--- src/rtl/backend_types.sv ---
// Shared back-end sizing and types for the rename free list.
package backend_types;

  localparam int unsigned NUM_PHYS_REGS      = 64;
  localparam int unsigned NUM_ARCH_REGISTERS = 32;
  localparam int unsigned PHYS_REG_WIDTH     = $clog2(NUM_PHYS_REGS);
  localparam int unsigned BRB_DEPTH          = 4;
  localparam int unsigned FL_DEPTH           = NUM_PHYS_REGS - NUM_ARCH_REGISTERS;
  localparam int unsigned FL_PTR_W           = $clog2(FL_DEPTH) + 1;

  // MSB is the wrap bit, the rest index the free-list storage.
  typedef logic [FL_PTR_W-1:0]       fl_ptr_t;
  typedef logic [PHYS_REG_WIDTH-1:0] preg_t;

endpackage

--- src/rtl/free_list.sv ---
// Circular free list of physical registers with head checkpoint/restore.
// Optional branch checkpoint array enabled by macro FREE_LIST_CKPT_EN.
module free_list #(
  parameter int unsigned NUM_PHYS_REGS      = backend_types::NUM_PHYS_REGS,
  parameter int unsigned NUM_ARCH_REGISTERS = backend_types::NUM_ARCH_REGISTERS,
  parameter int unsigned BRB_DEPTH          = backend_types::BRB_DEPTH,
  localparam int unsigned FL_DEPTH          = NUM_PHYS_REGS - NUM_ARCH_REGISTERS,
  localparam int unsigned PHYS_REG_WIDTH    = $clog2(NUM_PHYS_REGS),
  localparam int unsigned PTR_W             = $clog2(FL_DEPTH) + 1,
  localparam int unsigned TAG_W             = (BRB_DEPTH > 1) ? $clog2(BRB_DEPTH) : 1
) (
  input  logic                      clk,
  input  logic                      rst,
  input  logic                      deq_req,
  output logic                      deq_valid,
  output logic [PHYS_REG_WIDTH-1:0] deq_rdata,
  input  logic                      enq_valid,
  input  logic [PHYS_REG_WIDTH-1:0] enq_wdata,
  input  logic                      ckpt_valid,
  input  logic [TAG_W-1:0]          ckpt_tag,
  input  logic                      kill,
  input  logic [TAG_W-1:0]          kill_tag,
  output logic [PTR_W-1:0]          free_count
);

  localparam int unsigned IDX_W = PTR_W - 1;

  typedef logic [PTR_W-1:0] ptr_t;

  logic [PHYS_REG_WIDTH-1:0] mem_q [FL_DEPTH];
  ptr_t head_q, head_d, head_inc;
  ptr_t tail_q, tail_d, tail_inc;
  logic full, do_deq, do_enq;

  // Index wraps at FL_DEPTH-1, which need not be a power of two.
  function automatic ptr_t ptr_inc(ptr_t p);
    ptr_t r;
    if (p[IDX_W-1:0] == IDX_W'(FL_DEPTH - 1)) begin
      r = {~p[PTR_W-1], {IDX_W{1'b0}}};
    end else begin
      r = p + PTR_W'(1);
    end
    return r;
  endfunction

  always_comb begin
    free_count = {1'b0, tail_q[IDX_W-1:0]} - {1'b0, head_q[IDX_W-1:0]};
    if (head_q[PTR_W-1] != tail_q[PTR_W-1]) begin
      free_count = free_count + PTR_W'(FL_DEPTH);
    end
    full      = (head_q[IDX_W-1:0] == tail_q[IDX_W-1:0]) &&
                (head_q[PTR_W-1] != tail_q[PTR_W-1]);
    deq_valid = (free_count != '0);
    deq_rdata = mem_q[head_q[IDX_W-1:0]];
  end

`ifdef FREE_LIST_CKPT_EN
  ptr_t ckpt_q [BRB_DEPTH];
`else
  logic unused_ckpt;
  assign unused_ckpt = ^{ckpt_valid, ckpt_tag, kill_tag};
`endif

  always_comb begin
    head_inc = ptr_inc(head_q);
    tail_inc = ptr_inc(tail_q);
    do_deq   = deq_req && deq_valid && !kill;
    do_enq   = enq_valid && (enq_wdata != '0) && !full;
    tail_d   = do_enq ? tail_inc : tail_q;
    head_d   = do_deq ? head_inc : head_q;
    if (kill) begin
`ifdef FREE_LIST_CKPT_EN
      head_d = ckpt_q[kill_tag];
`else
      // Full flush: everything committed up to tail_d is free again.
      head_d = {~tail_d[PTR_W-1], tail_d[IDX_W-1:0]};
`endif
    end
  end

  always_ff @(posedge clk) begin
    if (rst) begin
      head_q <= '0;
      tail_q <= {1'b1, {IDX_W{1'b0}}};
      for (int unsigned i = 0; i < FL_DEPTH; i++) begin
        mem_q[i] <= PHYS_REG_WIDTH'(NUM_ARCH_REGISTERS + i);
      end
    end else begin
      head_q <= head_d;
      tail_q <= tail_d;
      if (do_enq) begin
        mem_q[tail_q[IDX_W-1:0]] <= enq_wdata;
      end
    end
  end

`ifdef FREE_LIST_CKPT_EN
  // Snapshot is the post-dequeue head so the branch's own dest preg stays allocated.
  always_ff @(posedge clk) begin
    if (rst) begin
      for (int unsigned i = 0; i < BRB_DEPTH; i++) begin
        ckpt_q[i] <= '0;
      end
    end else if (ckpt_valid && !kill) begin
      ckpt_q[ckpt_tag] <= head_d;
    end
  end
`endif

endmodule

--- config.mk ---
export PLATFORM = sky130hd
export DESIGN_NAME = free_list
export DESIGN_NICKNAME = d
export VERILOG_FILES = /design/src/rtl/backend_types.sv /design/src/rtl/free_list.sv
export SDC_FILE = /design/constraint.sdc
export NUM_CORES = 1
export LEC_CHECK = 0
export ABC_AREA = 1
export BUFFER_PORTS_ARGS = -buffer_cell sky130_fd_sc_hd__clkbuf_2
export CAP_MARGIN = 20
export CORE_AREA = 2 2 148 150
export DETAILED_ROUTE_END_ITERATION = 16
export DIE_AREA = 0 0 150 152
export PLACE_DENSITY = 0.68
export SYNTH_ARGS = -nofsm -noshare
export SYNTH_HDL_FRONTEND = slang
export SYNTH_SLANG_ARGS = --single-unit
--- constraint.sdc ---
create_clock -name clk -period 2.3 [get_ports clk]
set_clock_uncertainty 0.15 [all_clocks]
set_input_delay 0.46 -clock clk [delete_from_list [all_inputs] [get_ports clk]]
set_output_delay 0.46 -clock clk [all_outputs]
set_load 0.005 [all_outputs]
* Word level (Yosys, flattened, before mapping)
Memory sizes are Yosys's and may differ from the RTL's. A register that Yosys moved wholly into a read port is not among the register bits. Cells that the tools add are included.
Word-level totals: bits of input ports 16, logic and storage cells 41, register bits after elaboration 12, output and inout bits 13, memory bits (writable) 192, memories kept 1
Memories:
- mem_q | words 32, bits a word 6, rd ports 1, clocked after Yosys merged registers in 1, write ports 32, line free_list.sv:30 | logic [PHYS_REG_WIDTH-1:0] mem_q [FL_DEPTH];
Operators by class: equality and inequality tests 4, mux-type cells 16, bitwise gates (word level) 3, $add $sub $neg 4, reduce and logical (&&, ||, !) cells 11
Operator list (count):
- 2-to-1 mux 6 bit | 7
- 2-to-1 mux 5 bit | 3
- adder 6 x 1 -> 6 bit (second input constant) | 2
- nonzero test 6 bit | 2
- equality test 5 bit (second input constant) | 2
- adder 6 bit (second input constant) | 1
- 2-to-1 mux 1 bit | 6
- OR reduction 6 bit | 1
- subtractor 5 x 5 -> 6 bit | 1
- equality test 5 bit | 1
- logical AND 1 bit | 5
- inverter 1 bit | 3
- zero test 1 bit | 2
- nonzero test 2 bit | 1
- inequality test 1 bit | 1

* Logic depth before layout (Yosys ltp)
Gate-level depths: netlist of the first run.
depth in word-level cells 10, mapped depth 16, depth with buffers taken out 15

* Worst setup path before layout of the first run
OpenSTA, ideal clock, no wires.
path type register -> register, from register tail_q[0], to register with a tool-made name, cell stages (with the launch flop) 15, data arrival time 2201 ps, required time 2032 ps, path buffers 1, path slack -170 ps, library setup time 118 ps, period minus slack after synthesis 2470 ps, cells stage by stage dfxtp_1 > inv_1 > ha_1 > inv_1 > fa_1 > or2_2 > nor2_1 > nand3_1 > nor2_1 > nand2_1 > nand2_1 > buf_4 > nand3_1 > nand2_1 > nor2_1
RTL lines:
- from (decl) | line free_list.sv:32 | ptr_t tail_q, tail_d, tail_inc;
- from (signal assigned) | line free_list.sv:84 | tail_q <= {1'b1, {IDX_W{1'b0}}};
- from (signal assigned) | line free_list.sv:90 | tail_q <= tail_d;

==> impl_metrics.toml, run 1 <==
[floorplanning]
core_um2 = 21400
die_h_um = 152
io_pins = 29
initial_utilization = 0.486
die_area_um2 = 22800
fp.dieW_um = 150
num_rows = 54

[detailed_routing]
drc_errors = 0
topRoutingLayerUsed = "met4"
vias = 8698
wl_per_cell_um = 20.3
drt-initial-drc-count = 708
dr_wl_met3_um = 2920
firstDrtPassIters = 5
met1Wirelength_um = 11700
viasPerCell = 5.73
postRouteAntennaNets = 0
route.met2.wl_um = 14900
drt-total-wl_um = 30800

[global_route]
grt.total_usage = 0.251
grt_start_max_net_pins = 49
grt_pass1_vias = 8264
antenna_found_initial = 0
overflow = 0
grt_pass1_wl_um = 44000

[layout]
nNetsFinal = 1249
multi_input_area_um2 = 4510
post_route_cells_drive_above_1_share = 0.352
register_area_um2 = 6120
diodes = 0
fillers = 1562
synthToLayoutAreaGrowth_pct = 36.1

[critical_path]
worstReg2RegStart = "tail_q[0]"
worstPathMaxFanout = 12
crit_required_ns = 1.69
worst_setup_path_start_kind = "register"
crit_arrival_ns = 2.28
path_class = "reg -> out"
reg2reg_depth = 15
endpoint_kind = "output pin"

[synthesis]
synthMuxAreaShare = 0
avgSynthCellArea_um2 = 9.59
synth_cells = 1082
synthFlopType = "edfxtp_1"
post-synth-top-area-cell = "edfxtp_1"
yosys_warnings = 0
synth_area_leaders = "edfxtp_1, nand2_1, nor2_1"
synth_xor_area_frac = 0
synth_top_family_by_area = "simple AND/OR/NAND/NOR gates"
synthSimpleGateAreaFrac = 0.237
netlist.area_leader.share = 0.555
synth-compound-area-share = 0.104
async_flop_share = 0
syn_nets = 1111
syn-cell-area_um2 = 10400
synth_seq_cells = 209
yosys.area_share.adder = 0.0164
synth_cell_types = 26
synth_seq_area_share = 0.588
synth_edf_count = 192

[hold_path]
hold_class = "in -> reg"
worstHoldStart = "deq_req"
hold_depth = 4

[sta]
slew_headroom = 0.523
setup_ws_ns = -0.592
finalMaxSlewViolations = 0
rsz0062_at_grt = "true"
tightestPinTransition_ns = 0.716
setup_viol = 31
fmax_ghz = 0.346
hold_viol_final = 0
post-route-period-util = 1.26
period_needed_ns = 2.89

[clock_tree]
cts.sinks = 209
cts_buffer_depth = 3
clk_latency_ns = 0.52
cts_hold_buf = 0
clk_pin_slew_ns = 0.06
h-tree-depth = 1
cts_inserted_buffers = 23
clock-root-buffer = "clkbuf_16"
cts_tree = "yes"

[placement]
dp_hpwl_um = 17200
gp_congestion = 0.876
pre_cts_slack_ns = -0.113
io_buffer_count = 23

[outcome]
status = "complete, but fails checks"
failed_checks = "negative setup slack"

[power]
power_leakage_nw = 4.95
peakVddDrop_mv = 0.439
total_power_mw = 11.3
p_per_area_nw_per_um2 = 798

[run]
drv_cap = 0
worst max-delay path, stage by stage, from the launching register on:
cell,delay (ns)
dfxtp_4,0.36
buf_12,0.16
buf_8,0.13
buf_12,0.13
o21ai_0,0.37
o221ai_2,0.18
nand3_1,0.13
nand2_1,0.06
nand2_1,0.06
nand2_2,0.06
buf_6,0.11
worst paths after layout:
| kind | endpoint | slack [ns] |
|---|---|---|
| hold / removal | head_q[5] | 0.13 |
| setup / recovery | deq_rdata[4] | -0.59 |
| setup reg to reg | head_q[4] | -0.17 |
| hold reg to reg | head_q[5] | 0.42 |
stage by stage:
stage	std cells	hold WS (ns)	utilization	setup TNS (ns)	instance area [um^2]
floorplan	1082	0.368	-	-0.0846	10400
global placement	1418	0.390	0.538	-1.91	11500
detailed placement	1418	0.405	0.538	-6.25	11500
CTS	1493	0.130	0.623	-4.92	13300
global route	1517	0.168	0.662	-10.28	14100
finish	1517	0.132	0.662	-5.80	14100
sequential cells by signal (all words and copies together), names as in the netlist, named ones only:
register and cells:
tail_q 6, head_q 6, mem_q 192
cell usage after synthesis (2+ instances only):
library cell  count
nand2_1         249
nor2_1          213
edfxtp_1        192
inv_1            55
nand3_1          55
clkbuf_1         53
o21ai_0          49
o21bai_1         48
o221ai_1         48
inv_2            25
nor2_4           24
dfxtp_1          17
ha_1             12
a21oi_1          11
buf_2            10
nor3_1            5
nand2_8           3
nand4_1           3
nor2_8            2
or2_2             2
timing repair:
item | 4_1_cts | 5_1_grt
gates resized for setup | 151 | 130
gates cloned | 14 | 9
setup endpoints to repair | 153 | 355
setup buffers | 19 | 16
pin swaps | 63 | 64
layout by cell type, fill, tap and decap left out, types with 21 or more instances in the layout:
master     instances
nor2_1           193
nand2_2           35
nor2_4            29
buf_6             30
buf_4             89
nand2_1          193
inv_2             32
nand2_4           22
o21bai_1          37
nand3_1           43
o21ai_1           21
edfxtp_1         192
o21ai_0           22
inv_1             44
o221ai_2          30
clkbuf_16         29
logic make-up after synthesis:
kind of cell | after synthesis
buffers and inverters | 146
DFF | 209
and+or+nand+nor | 558
adders and majority gates | 13
AOI/OAI and AO/OA | 156
power breakdown:
part / switching [mW] / internal (mW) / total (mW)
Sequential: 0.0810 / 4.25 / 4.33
Combinational: 1.70 / 1.44 / 3.13
Clock: 1.53 / 2.28 / 3.81
per-layer routing:
| metal | GRT usage | vias to the layer above |
|---|---|---|
| met2 | 0.413 | 488 |
| met1 | 0.325 | 4123 |
| li1 | - | 3970 |
| met5 | 0 | - |
| met3 | 0.0414 | 117 |
| met4 | 0.117 | 0 |
final cells by class:
class | instances | area share
Sequential cell | 209 | 0.433
Multi-Input combinational cell | 727 | 0.319
Tap cell | 280 | 0.0248
Clock inverter | 11 | 0.0100
Timing Repair Buffer | 178 | 0.145
Clock buffer | 31 | 0.0450
Inverter | 81 | 0.0232
No activity file was read; power rests on OpenSTA's default activity.
==> run 2: changes to the inputs <==
--- a/config.mk
+++ b/config.mk
@@ -8,3 +8,2 @@
 export ABC_AREA = 1
-export BUFFER_PORTS_ARGS = -buffer_cell sky130_fd_sc_hd__clkbuf_2
 export CAP_MARGIN = 20
@@ -13,3 +12,5 @@
 export DIE_AREA = 0 0 150 152
-export PLACE_DENSITY = 0.68
+export DONT_BUFFER_PORTS = 1
+export PLACE_DENSITY = 0.66
+export RECOVER_POWER = 50
 export SYNTH_ARGS = -nofsm -noshare
==> constraint.sdc (replaced) <==
create_clock -name clk -period 2.3 [get_ports clk]
set_clock_uncertainty 0.15 [all_clocks]
set_input_delay 0.115 -clock clk [delete_from_list [all_inputs] [get_ports clk]]
set_output_delay 0.115 -clock clk [all_outputs]
set_load 0.005 [all_outputs]
==> run 2 against run 1 <==
The flow still finishes with violations (negative setup slack). Wire length shrank 1.7%. First-iteration DRC count rose by 15%. Sequential power about the same.
==> impl_metrics.toml, run 2 (synthesis gave the netlist of run 1 again) <==
[sta]
hold_viol_final = 0
finalMaxSlewViolations = 0
setup_viol = 168
post-route-period-util = 1.09
tightestPinTransition_ns = 0.549
setup_ws_ns = -0.207
fmax_ghz = 0.399
tns_ns = -9.49
period_needed_ns = 2.51
rsz0062_at_grt = "true"
slew_headroom = 0.633
whs_ns = 0.190

[detailed_routing]
postRouteAntennaNets = 0
wl_per_cell_um = 20.5
firstDrtPassIters = 5
vias = 8370
drt-total-wl_um = 30300
viasPerCell = 5.66
drt-initial-drc-count = 812
drc_errors = 0

[floorplanning]
initial_utilization = 0.486
die_area_um2 = 22800
num_rows = 54
die_h_um = 152
fp.dieW_um = 150
core_um2 = 21400
io_pins = 29

[power]
peakVddDrop_mv = 0.451
p_per_area_nw_per_um2 = 784
power_leakage_nw = 4.50

[run]
drv_cap = 0

[layout]
top_register = "mem_q"
largest_reg_flops = 192
nNetsFinal = 1211
synthToLayoutAreaGrowth_pct = 25.8
final_core_util = 0.612
reg_top3 = "mem_q (192), head_q (6), tail_q (6)"
layout_common_cells = "nor2_1, nand2_1, edfxtp_1, buf_4, nand3_1"
post_route_cells_drive_above_1_share = 0.275
mostFrequentLayoutCell = "nor2_1"
diodes = 0

[outcome]
failed_checks = "negative setup slack"
status = "complete, but fails checks"

[clock_tree]
cts.sinks = 209
clock-root-buffer = "clkbuf_16"
cts_tree = "yes"
clk_pin_slew_ns = 0.06
clk_latency_ns = 0.50
h-tree-depth = 1
cts_inserted_buffers = 23
cts_buffer_depth = 3

[global_route]
overflow = 0
grt_pass1_vias = 7971
grt_pass1_wl_um = 42300
grt.total_usage = 0.241
antenna_found_initial = 0
grt_start_max_net_pins = 58

[hold_path]
hold_class = "in -> reg"

[critical_path]
worstPathMaxFanout = 2
endpoint_kind = "output pin"
crit_required_ns = 2.04
path_class = "reg -> out"
worst_setup_path_start_kind = "register"
crit_arrival_ns = 2.24

[placement]
dp_hpwl_um = 17200
gp_congestion = 0.878
pre_cts_slack_ns = -0.0981
io_buffer_count = 0
==> run 2: power breakdown <==
group | internal, mW | leakage (nW) | switching (mW)
registers | 4.25 | 1.73 | 0.0969
clock network | 1.94 | 0.339 | 1.46
logic | 1.03 | 2.43 | 1.46
==> run 2: path summary, 6_finish.rpt <==
check	startpoint	slack, ns	end	cells after the start
setup / recovery	tail_q[0]	-0.21	deq_valid	10
hold / removal	enq_wdata[0]	0.19	tail_q[3]	6
setup reg to reg	tail_q[0]	-0.13	register	15
hold reg to reg	head_q[5]	0.43	head_q[5]	2
==> run 2: final cells by class <==
class                      instances  area (um^2)
inverter                          81          322
sequential                       209         6120
timing repair buffer             139         1480
fill                            1758         8290
tap                              280          350
multi-input combinational        727         4090
clock inverter                    16          105
clock buffer                      25          583
timing repair inverter             1         7.51
==> run 2: what timing repair did <==
action | in CTS | in global routing
gates cloned | 4 | 16
hold endpoints to repair | 120 | 0
resized for setup | 53 | 100
setup endpoints to repair | 145 | 296
hold buffers | 11 | 0
pin swaps | 28 | 55
buffers inserted | 7 | 10
==> run 2: worst max-delay path, cell delays in order, from the launching register on <==
cell and delay [ns]:
dfxtp_2 0.34, inv_2 0.05, ha_4 0.15, inv_4 0.05, fa_2 0.43, or2_4 0.24, nor2_2 0.07, nand3_1 0.07
nor2_1 0.10, nand2_1 0.09, buf_4 0.15
==> run 2: per-stage QoR <==
step | std cells | cell area [um^2] | power (mW)
5_1_grt | 1478 | 13100 | 10.6
3_5_place_dp | 1390 | 11300 | 6.21
6_report | 1478 | 13100 | 10.2
2_1_floorplan | 1082 | 10400 | 5.60
4_1_cts | 1453 | 12400 | 9.80
3_3_place_gp | 1390 | 11300 | 6.18
==> run 2: per-layer routing <==
metal | global-route usage | vias to the layer above | wire length (um)
li1 | - | 3885 | -
met1 | 0.326 | 3936 | 11600
met2 | 0.393 | 425 | 14500
met3 | 0.0384 | 124 | 2700
met4 | 0.0845 | 0 | 1490
met5 | 0 | - | 0
==> run 3: changes to the inputs <==
- MAX_ROUTING_LAYER: default -> met4
==> run 3 against run 2 <==
The run still ends with negative setup slack left. Total power up 0.39%. Combinational power about the same. Register-to-register slack worse by 0.03 ns. Global-route usage up 0.74 points. Count of clock-buffer cells in the layout unchanged. Via count up 0.78%. Final cell count up 0.14%. Clock power about the same. Sequential cell count unchanged. Sequential power about the same. Critical endpoint unchanged. Largest power group unchanged.
==> impl_metrics.toml, run 3 (synthesis gave the netlist of run 1 again) <==
[floorplanning]
num_rows = 54
initial_utilization = 0.486
die_h_um = 152
core_um2 = 21400
die_area_um2 = 22800
fp.dieW_um = 150
io_pins = 29

[layout]
synthToLayoutAreaGrowth_pct = 26.7
largest_reg_flops = 192
post_route_cells_drive_above_1_share = 0.275
final_cells = 1480
layout_common_cells = "nor2_1, nand2_1, edfxtp_1, buf_4"
reg_top3 = "mem_q (192), head_q (6), tail_q (6)"
mostFrequentLayoutCell = "nor2_1"
nNetsFinal = 1212
final_core_util = 0.616
final_cell_area_um2 = 13200
fillers = 1733
top_register = "mem_q"

[detailed_routing]
vias = 8435
firstDrtPassIters = 5
viasPerCell = 5.70
drt-initial-drc-count = 736
wl_per_cell_um = 20.6
postRouteAntennaNets = 0
drt-total-wl_um = 30500
drc_errors = 0

[global_route]
grt_pass1_vias = 7961
grt_pass1_wl_um = 42300
overflow = 0
grt_start_max_net_pins = 58
grt.total_usage = 0.248
antenna_found_initial = 1

[sta]
fmax_ghz = 0.397
rsz0062_at_grt = "true"
setup_viol = 218
whs_ns = 0.181
tightestPinTransition_ns = 0.568
period_needed_ns = 2.52
setup_ws_ns = -0.216
slew_headroom = 0.621
finalMaxSlewViolations = 0
post-route-period-util = 1.09
hold_viol_final = 0

[placement]
io_buffer_count = 0
gp_congestion = 0.892
dp.cells = 1390
dp_hpwl_um = 17200
pre_cts_slack_ns = -0.0981
dpl_cell_area_um2 = 11300

[critical_path]
reg2reg_depth = 11
path_class = "reg -> out"
cp_slowest_stage_delay_ns = 0.43
endpoint_kind = "output pin"
worstPathMaxFanout = 2
crit_required_ns = 2.04
crit_arrival_ns = 2.25
worst_setup_path_start_kind = "register"
cp_cell_sequence = "inv_2 -> ha_4 -> inv_4 -> fa_2 -> or2_4 -> nor2_2 -> nand3_1 -> nor2_1 -> nand2_1 -> buf_4"
slowest_stage = "fa_2"

[clock_tree]
clk_latency_ns = 0.51
cts_tree = "yes"
cts_inserted_buffers = 23
cts_buffer_depth = 3
clock-root-buffer = "clkbuf_16"
cts.sinks = 209
h-tree-depth = 1
clk_pin_slew_ns = 0.06

[outcome]
failed_checks = "negative setup slack"
status = "complete, but fails checks"

[power]
p_per_area_nw_per_um2 = 781
power_leakage_nw = 4.55
peakVddDrop_mv = 0.449

[hold_path]
hold_depth = 6
hold_class = "in -> reg"

[run]
drv_cap = 0
run 3: final cells by class:
class / instances / area, um^2 / area share
multi-input cells: 727 / 4150 / 0.316
inverters: 81 / 322 / 0.0244
repair buffers: 140 / 1520 / 0.115
diodes: 1 / 2.50 / 0.000190
well taps: 280 / 350 / 0.0266
clock inverters: 16 / 105 / 0.00799
clock buffers: 25 / 583 / 0.0443
flip-flops and latches: 209 / 6120 / 0.465
repair inverters: 1 / 7.51 / 0.000571
run 3: layer usage:
layer / track usage / routed length [um] / up-vias
met4: 0.0845 / 1350 / 0
met2: 0.394 / 14900 / 466
met5: - / 0 / -
met3: 0.0369 / 2750 / 101
li1: - / - / 3889
met1: 0.327 / 11500 / 3979
run 3: critical path, delay by kind of cell, from the launching register on:
family | cells | cell delay, ns
adder cells (fa/ha/maj) | 2 | 0.58
buffers and inverters | 3 | 0.25
flip-flops | 1 | 0.34
AND/OR/NAND/NOR | 5 | 0.57
run 3: power by group:
group          total, mW  internal [mW]  switching [mW]  leakage [nW]
combinational       2.51           1.04            1.48          2.48
clock               3.41           1.94            1.47         0.339
sequential          4.35           4.25          0.0979          1.73
total               10.3           7.23            3.05          4.55
run 3: final timing paths:
check | startpoint | slack, ns | end
max | tail_q[0] | -0.22 | deq_valid
max reg2reg | head_q[4] | -0.16 | mem_q[25][3]
min | enq_wdata[0] | 0.18 | tail_q[2]
min reg2reg | head_q[5] | 0.43 | head_q[5]
run 3: stage by stage:
stage / setup TNS (ns) / power (mW)
after floorplan: -0.0846 / 5.60
after global placement: -0.788 / 6.18
after detailed placement: -3.99 / 6.21
after CTS: -1.89 / 9.80
after global routing: -55.65 / 10.6
final: -11.68 / 10.3
run 3: repair_timing:
action                     CTS  global route
hold endpoints to repair   120             0
gates cloned                 4            17
buffers inserted             7            10
pin swaps                   28            61
hold buffers                11             0
setup endpoints to repair  145           299
resized for setup           53           110
